## config.mk

```make
export PLATFORM = sky130hd
export DESIGN_NAME = lut_share_sched
export DESIGN_NICKNAME = d
export VERILOG_FILES = /design/src/rtl/lut_share_pkg.sv /design/src/rtl/rr_arbiter.sv /design/src/rtl/lut_share_sched.sv
export SDC_FILE = /design/constraint.sdc
export NUM_CORES = 1
export LEC_CHECK = 0
export CORE_ASPECT_RATIO = 0.8
export CORE_MARGIN = 2
export CORE_UTILIZATION = 39
export CTS_BUF_LIST = sky130_fd_sc_hd__clkbuf_16
export DETAILED_ROUTE_END_ITERATION = 16
export HOLD_SLACK_MARGIN = 0.03
export PLACE_DENSITY = 0.87
export REMOVE_ABC_BUFFERS = 1
export SYNTH_ARGS = -nofsm -noshare
export SYNTH_HDL_FRONTEND = slang
export SYNTH_HIERARCHICAL = 1
export SYNTH_SLANG_ARGS = --single-unit
```

## constraint.sdc

```tcl
create_clock -name clk -period 6 [get_ports clk]
set_clock_uncertainty 0.1 [all_clocks]
set_input_delay 1.2 -clock clk [delete_from_list [all_inputs] [get_ports clk]]
set_output_delay 1.2 -clock clk [all_outputs]
set_load 0.02 [all_outputs]
```

## src/rtl/lut_share_pkg.sv

```systemverilog
// lut_share_pkg: shared state encoding and width helpers for the LUT sharing scheduler.
package lut_share_pkg;
   typedef enum logic [1:0] {IDLE, DRAIN, LOAD, SERVE} state_t;
   function automatic int dw_out(input int k, input int b);
      return b + $clog2(k) + 1;
   endfunction
   function automatic int idx_w(input int n);
      return (n > 1) ? $clog2(n) : 1;
   endfunction
endpackage

```

## src/rtl/rr_arbiter.sv

```systemverilog
// rr_arbiter: one-hot round-robin grant, searching upward from ptr.
module rr_arbiter import lut_share_pkg::*; #(
   parameter int N = 4,
   localparam int IW = idx_w(N)
) (
   input  logic [N-1:0]  req,
   input  logic [IW-1:0] ptr,
   input  logic          en,
   output logic [N-1:0]  grant
);
   logic [IW-1:0] j;
   // Walk from farthest to nearest so the requester closest to ptr wins.
   always_comb begin
      grant = '0;
      j = '0;
      for (int i = N - 1; i >= 0; i--) begin
         j = IW'((int'(ptr) + i) % N);
         if (en && req[j]) begin
            grant = '0;
            grant[j] = 1'b1;
         end
      end
   end
endmodule

```

## src/rtl/lut_share_sched.sv

```systemverilog
// lut_share_sched: shares one DA LUT among N_REQ requesters and sequences table rebuilds.
module lut_share_sched import lut_share_pkg::*; #(
   parameter int K = 8,
   parameter int DATA_WIDTH_B = 16,
   parameter int N_REQ = 4,
   parameter int BUILD_CYCLES = 4,
   parameter int LUT_LAT = 1,
   localparam int DW = dw_out(K, DATA_WIDTH_B),
   localparam int IW = idx_w(N_REQ),
   localparam int CW = $clog2(BUILD_CYCLES + 1)
) (
   input  logic                         clk,
   input  logic                         rst,
   input  logic                         wt_valid,
   output logic                         wt_ready,
   output logic                         lut_gen_done,
   input  logic [N_REQ-1:0]             req_valid,
   input  logic [N_REQ-1:0][K-2:0]      req_addr,
   output logic [N_REQ-1:0]             req_ready,
   output logic [K-2:0]                 lut_addr,
   input  logic signed [DW-1:0]         lut_data,
   output logic                         resp_valid,
   output logic [IW-1:0]                resp_id,
   output logic signed [DW-1:0]         resp_data,
   output logic                         table_valid
);
   state_t state;
   logic [IW-1:0] ptr, gidx;
   logic [CW-1:0] cnt;
   logic [K-2:0] addr_q;
   logic [LUT_LAT-1:0] pv;
   logic [LUT_LAT-1:0][IW-1:0] pid;
   logic gnt, en, empty;
   assign en = !rst && state == SERVE && !wt_valid;
   assign empty = ~|pv;
   assign wt_ready = !rst && (state == IDLE || (state == DRAIN && empty && wt_valid));
   assign lut_gen_done = wt_valid && wt_ready;
   rr_arbiter #(.N(N_REQ)) u_arb (
      .req(req_valid),
      .ptr(ptr),
      .en(en),
      .grant(req_ready)
   );
   assign gnt = |req_ready;
   always_comb begin
      gidx = '0;
      for (int i = 0; i < N_REQ; i++) if (req_ready[i]) gidx = IW'(i);
   end
   assign lut_addr = gnt ? req_addr[gidx] : addr_q;
   assign resp_valid = pv[LUT_LAT-1];
   assign resp_id = resp_valid ? pid[LUT_LAT-1] : '0;
   assign resp_data = resp_valid ? lut_data : '0;
   always_ff @(posedge clk) begin
      if (rst) begin
         state <= IDLE;
         ptr <= '0;
         cnt <= '0;
         addr_q <= '0;
         pv <= '0;
         pid <= '0;
         table_valid <= 1'b0;
      end else begin
         for (int i = LUT_LAT - 1; i > 0; i--) begin
            pv[i] <= pv[i-1];
            pid[i] <= pid[i-1];
         end
         pv[0] <= gnt;
         pid[0] <= gidx;
         if (gnt) begin
            addr_q <= lut_addr;
            ptr <= (gidx == IW'(N_REQ - 1)) ? '0 : gidx + 1'b1;
         end
         unique case (state)
            IDLE: if (wt_valid) state <= LOAD;
            LOAD: begin
               cnt <= (cnt == CW'(BUILD_CYCLES - 1)) ? '0 : cnt + 1'b1;
               if (cnt == CW'(BUILD_CYCLES - 1)) begin
                  state <= SERVE;
                  table_valid <= 1'b1;
               end
            end
            SERVE: if (wt_valid) state <= DRAIN;
            DRAIN: begin
               // In-flight lookups must finish against the old table before the rebuild starts.
               if (!wt_valid) state <= SERVE;
               else if (empty) begin
                  state <= LOAD;
                  table_valid <= 1'b0;
               end
            end
         endcase
      end
   end
endmodule

```

==> results of run 1 <==
==> power by group <==
group          internal, mW  switching (mW)
combinational        0.0394          0.0172
sequential            0.121         0.00172
clock                0.0886          0.0449
total                 0.249          0.0638
==> flip-flops by register name, summed over array words and instances (netlist names) <==
name and flops:
table_valid 1, pid 2, ptr 2, state 2, addr_q 7, resp_valid 1, cnt 3
==> path summary, 6_finish.rpt <==
| check | startpoint | end | depth (start not counted) |
|---|---|---|---|
| min reg2reg | cnt[2]$_SDFFE_PP0N_ | cnt[2]$_SDFFE_PP0N_ | 2 |
| max reg2reg | ptr[0]$_SDFFE_PP0N_ | addr_q[1]$_SDFFE_PP0N_ | 12 |
| max | wt_valid | lut_addr[2] | 12 |
| min | cnt[2]$_SDFFE_PP0N_ | cnt[2]$_SDFFE_PP0N_ | 2 |
==> logic make-up (layout without fill, tap and decap cells) <==
| kind of cell | Yosys count | after routing |
|---|---|---|
| mux | 14 | 14 |
| simple gates | 76 | 76 |
| compound gates | 56 | 56 |
| buf+inv | 22 | 115 |
| fa+ha+maj | 8 | 8 |
| flops | 18 | 18 |
==> per-layer routing <==
| metal | GRT usage | wire length (um) | vias to the layer above | part of all wire |
|---|---|---|---|---|
| met5 | 0 | 0 | - | 0 |
| met2 | 0.324 | 2090 | 90 | 0.46 |
| met1 | 0.211 | 1970 | 782 | 0.44 |
| met4 | 0.0416 | 0 | 0 | 0 |
| li1 | - | - | 891 | - |
| met3 | 0.0636 | 462 | 0 | 0.10 |
==> layout make-up <==
| cell class | instances | share of cell area |
|---|---|---|
| clock inverter | 1 | 0.00138 |
| inverter | 10 | 0.0138 |
| sequential | 18 | 0.133 |
| tap | 57 | 0.0263 |
| multi-input combinational | 154 | 0.430 |
| timing repair buffer | 101 | 0.368 |
| clock buffer | 3 | 0.0277 |
==> stage by stage <==
| step | total power [mW] | worst slack [ns] |
|---|---|---|
| 2_1_floorplan | 0.139 | -0.421 |
| 5_1_grt | 0.325 | 0.0126 |
| 6_report | 0.313 | 0.225 |
| 3_5_place_dp | 0.182 | 0.224 |
| 3_3_place_gp | 0.181 | 0.323 |
| 4_1_cts | 0.317 | 0.171 |
==> critical path, cell delays in order <==
cell,delay [ns]
clkdlybuf4s50_1,0.48
nor3_1,0.23
buf_4,0.18
nand2b_2,0.06
o22ai_2,0.36
nor2b_1,0.16
a222oi_1,0.44
buf_12,0.22
nor3_4,0.08
o31ai_2,0.30
a22o_1,0.17
clkdlybuf4s50_1,0.59
==> cell usage after synthesis (2+ instances only) <==
cell type,instances
a211oi_1,7
a21oi_1,13
a222oi_1,4
a22o_1,7
a32o_1,6
and2_1,23
and2b_1,6
buf_2,2
buf_4,2
buf_6,3
clkbuf_1,5
dfxtp_1,18
ha_1,8
inv_1,9
mux2i_1,14
nand2_1,22
nand2b_1,5
nor2_1,4
nor2b_1,5
nor3_1,2
nor3b_2,4
o21ai_0,6
o22ai_2,2
o31ai_2,7
==> timing repair <==
action,in CTS,in global routing
buffers inserted,0,1
gates resized for setup,0,0
setup endpoints to repair,0,6
==> results.cfg, run 1 <==
[status]
status = finished, final reports clean

[clock_tree]
cts_made_buffers = 3
path_clk_slew_ns = 0.05
cts_root_buf = clkbuf_16
cts_hold_buffers = 0
cts_max_level = 1
clock_sinks = 18
clockBufferDepth = 2
cts_tree = yes
worstSkewPairLatency_ns = 0.25

[synthesis]
yosys.area_share.xor_xnor = 0
synth.cell_area_um2 = 1640
netlist.area_leader.share = 0.220
syn_inst = 194
synthFlopType = dfxtp_1
avgSynthCellArea_um2 = 8.46
synth_top_family_by_area = simple AND/OR/NAND/NOR gates
synth-compound-area-share = 0.276
synthAdderAreaFrac = 0.0610
synth_area_leaders = dfxtp_1 (22%), and2_1 (8.8%), mux2i_1 (8.5%)
synth_seq_cells = 18
yosysSeqAreaShare = 0.220
yosys.area_share.simple = 0.288
synth-edff-count = 0
ys_warn_count = 6
synth.distinct_cells = 34
synth_mux_area_frac = 0.0854
synthArstFlopShare = 0
synth_top_area_cell = dfxtp_1

[cells_and_area]
multiInputGateArea_um2 = 1170
diodes = 0
final_common_cell = clkdlybuf4s50_1
regArea_um2 = 360
final_cells = 344
final_cell_mix = clkdlybuf4s50_1 (91), and2_1 (23), nand2_1 (22), dfxtp_1 (18), mux2i_1 (14)
drive_above_1_share = 0.108
fin_nets = 351
final_cell_area_um2 = 2710
nFillCells = 345
area_growth_syn_to_layout_pct = 65.2
fin_util = 0.658

[worst_setup_path]
ff2ff_setup_slack_ns = 2.64
crit_path_max_fanout = 14
cp-end-kind = primary output
start_kind = input port
crit_arrival_ns = 4.47
path_class = input port to primary output
worstPathRequired_ns = 4.70

[timing]
worst_pin_slew_ns = 0.565
fin_tns_setup_ns = 0
rsz0062_at_grt = no
final.period_utilization = 0.962
drv_slew = 0
period_needed_ns = 5.77
setup_violations = 0
timing.slew.headroom = 0.623
hold_ws_ns = 0.333
final_hold_viol_count = 0
clock.fmax_mhz = 173

[route]
totalWireLength_um = 4520
drtAntennaViolNets = 0
drt_iter0_markers = 67
via_per_inst = 5.13
wl_per_cell_um = 13.1
vias = 1763
drc_errors = 0
dr.pass1.iters = 4

[floorplan]
io_pins = 92
fp-row-count = 21
die_w_um = 76.5
initial_core_util = 0.398
die_h_um = 62.0
core_area_um2 = 4130
die_area_um2 = 4750

[global_routing]
grt_pass1_wl_um = 6910
grt_usage = 0.179
overflow = 0
antenna_found_initial = 0
grt_pass1_vias = 1560
grt_max_degree = 26

[job]
drv_cap = 0

[worst_hold_path]
hold_path.class = flip-flop to flip-flop

[placed_design]
dpl.hpwl_um = 3450
placedCellCount = 339
place_area_um2 = 2630
io_buffers = 91
gp_congestion = 0.821

[power]
pwr_density_cell_nw_per_um2 = 115
cellLeakagePower_nw = 1.02
ir_worst_vdd_mv = 0.114
Power figures use the tool's default switching activity.
==> run 2: changes to the inputs <==
--- a/config.mk
+++ b/config.mk
@@ -6,7 +6,7 @@
 export NUM_CORES = 1
 export LEC_CHECK = 0
 export CORE_ASPECT_RATIO = 0.8
-export CORE_MARGIN = 2
+export CORE_MARGIN = 3
 export CORE_UTILIZATION = 39
 export CTS_BUF_LIST = sky130_fd_sc_hd__clkbuf_16
 export DETAILED_ROUTE_END_ITERATION = 16
==> results.cfg, run 2 (synthesis gave the netlist of run 1 again) <==
[status]
status = finished, final reports clean

[power]
switching_share = 0.208
p_clk_frac = 0.427
pwr-share-seq = 0.391
p_int_mw = 0.249
cellLeakagePower_nw = 1.00
ir_worst_vdd_mv = 0.141
switchingPower_mw = 0.0654
pwr_density_cell_nw_per_um2 = 116
p_comb_frac = 0.181

[floorplan]
die_h_um = 64.0
initial_core_util = 0.418
die_area_um2 = 5030
io_pins = 92
die_w_um = 78.5
fp-row-count = 20
core_area_um2 = 3930

[clock_tree]
worstSkewPairLatency_ns = 0.25
cts_hold_buffers = 0
cts_max_level = 1
cts_root_buf = clkbuf_16
clockBufferDepth = 2
clock_sinks = 18
cts_tree = yes
path_clk_slew_ns = 0.05
post_cts_buffers = 0
cts_made_buffers = 3

[worst_setup_path]
worstPathRequired_ns = 4.70
reg2reg_depth = 10
crit_arrival_ns = 4.50
path_cells = clkdlybuf4s50_1 -> nor3_1 -> buf_4 -> nand2b_2 -> o22ai_2 -> nor2b_1 -> a222oi_1 -> buf_4 -> nor3_4 -> o31ai_2 -> a22o_1 -> clkdlybuf4s50_1
slowest_stage = clkdlybuf4s50_1
start_kind = input port
path_class = input port to primary output
cp-end-kind = primary output
slowest_delay_ns = 0.60
crit_path_max_fanout = 14

[cells_and_area]
area_growth_syn_to_layout_pct = 64.9
multiInputGateArea_um2 = 1170
fin_nets = 348
reg_top3 = addr_q (7), cnt (3)
top_register = addr_q
final_cells = 339
diodes = 0
largest_register_ffs = 7
final_cell_mix = clkdlybuf4s50_1 (91), and2_1 (23), nand2_1 (22), dfxtp_1 (18), mux2i_1 (14)
regArea_um2 = 360
final_common_cell = clkdlybuf4s50_1
drive_above_1_share = 0.102
nFillCells = 321

[route]
totalWireLength_um = 4830
dr.pass1.iters = 4
via_per_inst = 5.26
vias = 1782
drt_iter0_markers = 113
drc_errors = 0
wl_per_cell_um = 14.3
drtAntennaViolNets = 0

[timing]
clock.fmax_mhz = 172
hold_ws_ns = 0.336
rsz0062_at_grt = no
period_needed_ns = 5.80
final_hold_viol_count = 0
setup_slack_ns = 0.195
timing.slew.headroom = 0.624
drv_slew = 0
fin_tns_setup_ns = 0
setup_violations = 0
worst_pin_slew_ns = 0.564
final.period_utilization = 0.967

[placed_design]
io_buffers = 91
gp_congestion = 0.795
placedCellCount = 335
dpl.hpwl_um = 3690
pre_cts_ws_ns = 0.203

[global_routing]
antenna_found_initial = 0
overflow = 0
grt_usage = 0.187
grt_pass1_vias = 1717
grt_max_degree = 26
grt_pass1_wl_um = 7660

[worst_hold_path]
hold_path.class = flip-flop to flip-flop
hold_depth = 2

[job]
drv_cap = 0
[run 2: cell types whose count changed in the layout (fill, tap and decap cells not counted), sizes merged]
| cell | change |
|---|---|
| buf | -3 |
[run 2: path summary, 6_finish.rpt]
kind,from,endpoint,slack (ns)
worst max register to register,ptr[0]$_SDFFE_PP0N_,addr_q[1]$_SDFFE_PP0N_,2.68
worst min register to register,cnt[2]$_SDFFE_PP0N_,cnt[2]$_SDFFE_PP0N_,0.34
worst min-delay path,cnt[2]$_SDFFE_PP0N_,cnt[2]$_SDFFE_PP0N_,0.34
worst max-delay path,wt_valid,lut_addr[0],0.20
[run 2: repair_timing]
action | 4_1_cts | 5_1_grt
endpoints found under the hold margin | 0 | 0
endpoints found under the setup margin | 0 | 6
gates resized for setup | 0 | 1
[run 2: layout make-up]
class	count	area share
multi-input cells	154	0.433
clock buffers	3	0.0277
repair buffers	98	0.365
flip-flops and latches	18	0.133
inverters	10	0.0139
well taps	55	0.0254
clock inverters	1	0.00139
[run 2: power by group through the flow]
stage,Sequential (mW),Clock [mW],Combinational [mW]
2_1_floorplan,0.125,0,0.0138
3_3_place_gp,0.125,0,0.0558
3_5_place_dp,0.126,0,0.0569
4_1_cts,0.123,0.136,0.0572
5_1_grt,0.123,0.141,0.0620
6_report,0.123,0.135,0.0571
[run 2: per-stage QoR]
stage	util	power, mW	area, um^2
6_report	0.689	0.315	2710
5_1_grt	0.689	0.326	2710
4_1_cts	0.687	0.316	2700
3_5_place_dp	0.667	0.183	2620
3_3_place_gp	0.667	0.181	2620
2_1_floorplan	-	0.139	1560
[run 2: worst max-delay path: cells and delay by family]
family                 cells  cell delay [ns]
AOI/OAI and AO/OA          4             1.14
buffers and inverters      4             1.57
and+or+nand+nor            4             0.58
[run 2: layer usage]
layer | vias up | part of all wire | GRT usage | wire (um)
li1 | 876 | - | - | -
met1 | 798 | 0.40 | 0.213 | 1940
met2 | 104 | 0.46 | 0.337 | 2230
met3 | 4 | 0.13 | 0.0817 | 632
met4 | 0 | 0.0052 | 0.0131 | 25
met5 | - | 0 | 0 | 0
